===== src/rtl/pipelined_addsub.sv =====
// Chunked carry-pipelined adder/subtractor with valid/ready backpressure,
// registered zero/carry/overflow flags and a saturating overflow counter.
module pipelined_addsub #(
  parameter int WIDTH  = 32,
  parameter int NCHUNK = 4,
  parameter int SWIDTH = WIDTH + 1,
  parameter int CNTW   = 8
) (
  input  logic              clk,
  input  logic              rst,
  input  logic              in_valid,
  output logic              in_ready,
  input  logic              op_sub,
  input  logic              cin,
  input  logic [WIDTH-1:0]  x,
  input  logic [WIDTH-1:0]  y,
  output logic              out_valid,
  input  logic              out_ready,
  output logic [SWIDTH-1:0] sm,
  output logic              sm_zero,
  output logic              sm_carry,
  output logic              sm_ovf,
  input  logic              clr_cnt,
  output logic [CNTW-1:0]   ovf_cnt
);

  localparam int CW   = WIDTH / NCHUNK;
  localparam int LAST = NCHUNK - 1;

  function automatic logic [CNTW-1:0] sat_inc(input logic [CNTW-1:0] v);
    return (v == {CNTW{1'b1}}) ? v : v + CNTW'(1);
  endfunction

  logic advance;

  // Per-stage pipeline registers: operands travel full width (upper chunks
  // are the skew path), r_p carries finished lower chunks (de-skew path).
  logic             vld_p [NCHUNK];
  logic             cy_p  [NCHUNK];
  logic             sub_p [NCHUNK];
  logic [WIDTH-1:0] a_p   [NCHUNK];
  logic [WIDTH-1:0] b_p   [NCHUNK];
  logic [WIDTH-1:0] r_p   [NCHUNK];

  logic             vld_i [NCHUNK];
  logic             cy_i  [NCHUNK];
  logic             sub_i [NCHUNK];
  logic [WIDTH-1:0] a_i   [NCHUNK];
  logic [WIDTH-1:0] b_i   [NCHUNK];
  logic [WIDTH-1:0] r_i   [NCHUNK];
  logic [CW:0]      sum_n [NCHUNK];
  logic [WIDTH-1:0] r_n   [NCHUNK];
  logic             zero_n;
  logic             carry_n;
  logic             ovf_n;

  assign advance   = !out_valid || out_ready;
  assign in_ready  = advance;
  assign out_valid = vld_p[LAST];

  always_comb begin
    // Subtract is x + ~y + ~cin; the carry-out is inverted into a borrow later.
    vld_i[0] = in_valid;
    cy_i[0]  = cin ^ op_sub;
    sub_i[0] = op_sub;
    a_i[0]   = x;
    b_i[0]   = y ^ {WIDTH{op_sub}};
    r_i[0]   = '0;
    for (int k = 1; k < NCHUNK; k++) begin
      vld_i[k] = vld_p[k-1];
      cy_i[k]  = cy_p[k-1];
      sub_i[k] = sub_p[k-1];
      a_i[k]   = a_p[k-1];
      b_i[k]   = b_p[k-1];
      r_i[k]   = r_p[k-1];
    end
    for (int k = 0; k < NCHUNK; k++) begin
      sum_n[k] = {1'b0, a_i[k][k*CW +: CW]} + {1'b0, b_i[k][k*CW +: CW]}
               + {{CW{1'b0}}, cy_i[k]};
      r_n[k]   = r_i[k];
      r_n[k][k*CW +: CW] = sum_n[k][CW-1:0];
    end
    // Final stage: b already holds ~y for subtract, so one overflow rule serves both.
    zero_n  = (r_n[LAST] == '0);
    carry_n = sum_n[LAST][CW] ^ sub_i[LAST];
    ovf_n   = (a_i[LAST][WIDTH-1] == b_i[LAST][WIDTH-1]) &&
              (r_n[LAST][WIDTH-1] != a_i[LAST][WIDTH-1]);
  end

  always_ff @(posedge clk) begin
    if (rst) begin
      for (int k = 0; k < NCHUNK; k++) begin
        vld_p[k] <= 1'b0;
        cy_p[k]  <= 1'b0;
        sub_p[k] <= 1'b0;
        a_p[k]   <= '0;
        b_p[k]   <= '0;
        r_p[k]   <= '0;
      end
      sm       <= '0;
      sm_zero  <= 1'b0;
      sm_carry <= 1'b0;
      sm_ovf   <= 1'b0;
    end else if (advance) begin
      for (int k = 0; k < NCHUNK; k++) begin
        vld_p[k] <= vld_i[k];
        cy_p[k]  <= sum_n[k][CW];
        sub_p[k] <= sub_i[k];
        a_p[k]   <= a_i[k];
        b_p[k]   <= b_i[k];
        r_p[k]   <= r_n[k];
      end
      sm       <= {carry_n, r_n[LAST]};
      sm_zero  <= zero_n;
      sm_carry <= carry_n;
      sm_ovf   <= ovf_n;
    end
  end

  // Output transfer stage: count delivered overflowing results, clear wins.
  always_ff @(posedge clk) begin
    if (rst || clr_cnt) begin
      ovf_cnt <= '0;
    end else if (out_valid && out_ready && sm_ovf) begin
      ovf_cnt <= sat_inc(ovf_cnt);
    end
  end

endmodule


===== config.mk =====
export PLATFORM = sky130hd
export DESIGN_NAME = pipelined_addsub
export DESIGN_NICKNAME = d
export VERILOG_FILES = /design/src/rtl/pipelined_addsub.sv
export SDC_FILE = /design/constraint.sdc
export NUM_CORES = 1
export LEC_CHECK = 0
export ABC_AREA = 1
export BUFFER_PORTS_ARGS = -buffer_cell sky130_fd_sc_hd__clkbuf_2
export CORE_MARGIN = 4
export CORE_UTILIZATION = 45
export DETAILED_ROUTE_END_ITERATION = 7
export GPL_ROUTABILITY_DRIVEN = 0
export PLACE_DENSITY_LB_ADDON = 0.25
export SETUP_SLACK_MARGIN = 0.02
export SLEW_MARGIN = 20
export SYNTH_ARGS = -nofsm -noshare
export SYNTH_HDL_FRONTEND = slang
export SYNTH_SLANG_ARGS = --single-unit

===== constraint.sdc =====
create_clock -name clk -period 6.3 [get_ports clk]
set_input_delay 1.26 -clock clk [delete_from_list [all_inputs] [get_ports clk]]
set_output_delay 1.26 -clock clk [all_outputs]
set_load 0.01 [all_outputs]

==> results.sh <==
export IMPL_vdd_drop_max_uv=157
export IMPL_wl_met2_mm=6.57
export IMPL_h_tree_depth=4
export IMPL_postCtsHoldBufs=0
export IMPL_cp_slowest_stage_delay_ns=0.76
export IMPL_hold_end="sm_zero$_SDFFE_PP0N_"
export IMPL_worstMarginPinSlew_ns=1.03
export IMPL_nets=1110
export IMPL_gr_total_overflow=0
export IMPL_dp_cells=1248
export IMPL_initial_utilization_pct=46.0
export IMPL_insertion_delay_ns=0.43
export IMPL_rr_startpoint="vld_p[0][3]$_DFFE_PP_"
export IMPL_viasPerCell=4.56
export IMPL_r2r_end="r_p[0][77]$_SDFFCE_PN0P_"
export IMPL_start_kind="input port"
export IMPL_cp_data_arrival_time_ns=3.76
export IMPL_whs_ns=0.452
export IMPL_syn_area_per_cell_sq_um=10.1
export IMPL_ctsLongestPathBuffers=2
export IMPL_hold_viol=0
export IMPL_setup_slack_ns=2.73
export IMPL_final_antenna_net_count=0
export IMPL_grt_antenna_before_repair=0
export IMPL_ff2ff_path_depth=7
export IMPL_cts_setup_buffers=0
export IMPL_netlist_area_leader_share_pct=51.3
export IMPL_hp_class="reg2reg"
export IMPL_drive_gt1_share_pct=16.5
export IMPL_die_y_um=150
export IMPL_area_growth_pct=15.3
export IMPL_post_place_ws_ns=2.25
export IMPL_final_cells=1280
export IMPL_yosysUniqueCellTypes=36
export IMPL_timing_slew_headroom_pct=31.4
export IMPL_timing_worst_setup_path_type="in2reg"
export IMPL_antennaDiodeCount=0
export IMPL_vias=5831
export IMPL_port_buffers=116
export IMPL_ys_warn_count=0
export IMPL_row_count=51
export IMPL_grt_pass1_wl_mm=24.9
export IMPL_reg2reg_slack_ns=3.59
export IMPL_fin_crit_ns=3.57
export IMPL_detail_route_wl_per_cell_um=11.9
export IMPL_yosys_top_cells_area="edfxtp_1, dfxtp_1, nor2_1"
export IMPL_required_ns=6.49
export IMPL_power_density_nw_per_um2=275
export IMPL_cts_sinks=197
export IMPL_outcome="finished, final reports clean"
export IMPL_yosysSeqAreaShare_pct=60.8
export IMPL_syn_area_sq_um=9020
export IMPL_fin_crit_sh_pct=56.7
export IMPL_dominantRegCellSynth="edfxtp_1"
export IMPL_min_path_cells=2
export IMPL_cts_tree="built"
export IMPL_rsz0062_at_grt="false"
export IMPL_drt_iter0_drc=327
export IMPL_p_leak_nw=4.75
export IMPL_fillers=1780
export IMPL_cts_made_buffers=17
export IMPL_die_w_um=150
export IMPL_fin_setup_tns_ns=0
export IMPL_dieArea_sq_um=22400
export IMPL_cts_resized=0
export IMPL_drc=0
export IMPL_wl_mm=15.2
export IMPL_finalSetupViolCount=0
export IMPL_met3_length_um=753
export IMPL_endpoint_kind="register"
export IMPL_maxCapViolCount=0
export IMPL_syn_inst=891
export IMPL_cts_root_buf="clkbuf_16"
export IMPL_dpl_hpwl_mm=10.6
export IMPL_drt_met1_wl_mm=7.69
export IMPL_synthTopCellsByCount="nor2_1, inv_1, edfxtp_1"
export IMPL_synth_edf_count=154
export IMPL_crit_fanout=34
export IMPL_highest_layer="met4"
export IMPL_grt_use_total_pct=13.9
export IMPL_synth_seq_cells=197
export IMPL_synth_top_cell_by_area="edfxtp_1"
export IMPL_grt_max_degree=120
export IMPL_path_clk_slew_ns=0.07
export IMPL_fmax_ghz=0.280
export IMPL_syn_nets=999
export IMPL_finClkSkew_ns=0.0103
export IMPL_hold_start="sm_zero$_SDFFE_PP0N_"
export IMPL_final_core_util_pct=53.1
export IMPL_dr_pass1_iters=5
export IMPL_worstPathCellList="clkbuf_2 > xor2_1 > fa_1 > fa_1 > nand3_1 > nand2_1 > nand2_1 > nand2_1 > a21oi_1 > nand2_1 > nand2_1 > nor2_1"
export IMPL_cp_slowest_cell="clkbuf_2"
export IMPL_ioPinCount=117
export IMPL_crit_top_cell="nand2_1"
export IMPL_core_area_sq_um=19600
export IMPL_slew_violations=0
export IMPL_grt_pass1_vias=5274
export IMPL_synthArstFlopShare_pct=0
export IMPL_synth_most_common_cell="nor2_1"
[per-layer routing]
| layer | vias to the layer above | track usage (%) |
|---|---|---|
| met2 | 119 | 20.7 |
| met1 | 2608 | 20.2 |
| met3 | 14 | 3.15 |
| met5 | - | 0 |
| li1 | 3090 | - |
| met4 | 0 | 4.85 |
[report_power, final]
part | leakage (nW) | switching [mW] | internal (mW) | total (mW)
clock | 0.281 | 0.496 | 0.523 | 1.02
combinational | 2.30 | 0.183 | 0.120 | 0.302
sequential | 2.17 | 0.0363 | 1.51 | 1.54
[sequential cells by signal (all words and copies together), names as in the netlist, 3 cells and up]
signal and cells:
sub_p 3, sm 32, b_p 48, vld_p 4
ovf_cnt 8, a_p 48, r_p 48, cy_p 3
[stage by stage]
| step | power (mW) | instance area [sq um] |
|---|---|---|
| 2_1_floorplan | 1.78 | 9020 |
| 3_3_place_gp | 1.87 | 9840 |
| 3_5_place_dp | 1.88 | 9840 |
| 4_1_cts | 2.90 | 10400 |
| 5_1_grt | 3.00 | 10400 |
| 6_report | 2.86 | 10400 |
[worst max-delay path: cells and delay by family]
family / cells / cell delay (ns)
adders and majority gates: 2 / 0.90
buffers and inverters: 1 / 0.76
and+or+nand+nor: 7 / 0.50
xor gates and xnor gates: 1 / 0.20
AOI/OAI and AO/OA: 1 / 0.16
[logic make-up after synthesis]
kind of cell,count (synthesis),share of synthesized area (%)
xor gates and xnor gates,39,3.79
and+or+nand+nor,325,14.7
DFF,197,60.8
adders and majority gates,37,5.80
AOI/OAI and AO/OA,98,6.46
buffers and inverters,195,8.49
[area by class of cell]
cell class / count / area, sq um / area share, %
Clock inverter: 15 / 138 / 1.32
Multi-Input combinational cell: 499 / 2770 / 26.7
Inverter: 167 / 641 / 6.16
Clock buffer: 17 / 425 / 4.09
Sequential cell: 197 / 5490 / 52.7
Tap cell: 265 / 332 / 3.19
Timing Repair Buffer: 120 / 611 / 5.87
[layout by cell type, fill, tap and decap left out, drive strengths merged]
cell type	n
or2	2
o21a	1
nand4	9
edfxtp	154
o21ai	32
o31a	1
nand3	24
a22o	16
xor2	12
xnor2	27
clkinv	8
nor3	5
nor2	169
fa	8
ha	29
a31oi	5
inv	174
a21oi	41
nand2	112
nand3b	3
buf	4
clkbuf	133
and2	1
dfxtp	43
o21bai	2
[worst max path at each step]
stage / startpoint / to
after floorplan: out_ready / a_p[0][10]$_SDFFCE_PN0P_
after global placement: op_sub / r_p[0][6]$_SDFFCE_PN0P_
after detailed placement: op_sub / r_p[0][6]$_SDFFCE_PN0P_
after CTS: op_sub / r_p[0][6]$_SDFFCE_PN0P_
after global routing: op_sub / r_p[0][6]$_SDFFCE_PN0P_
final: op_sub / r_p[0][6]$_SDFFCE_PN0P_
Power figures use the tool's default switching activity.
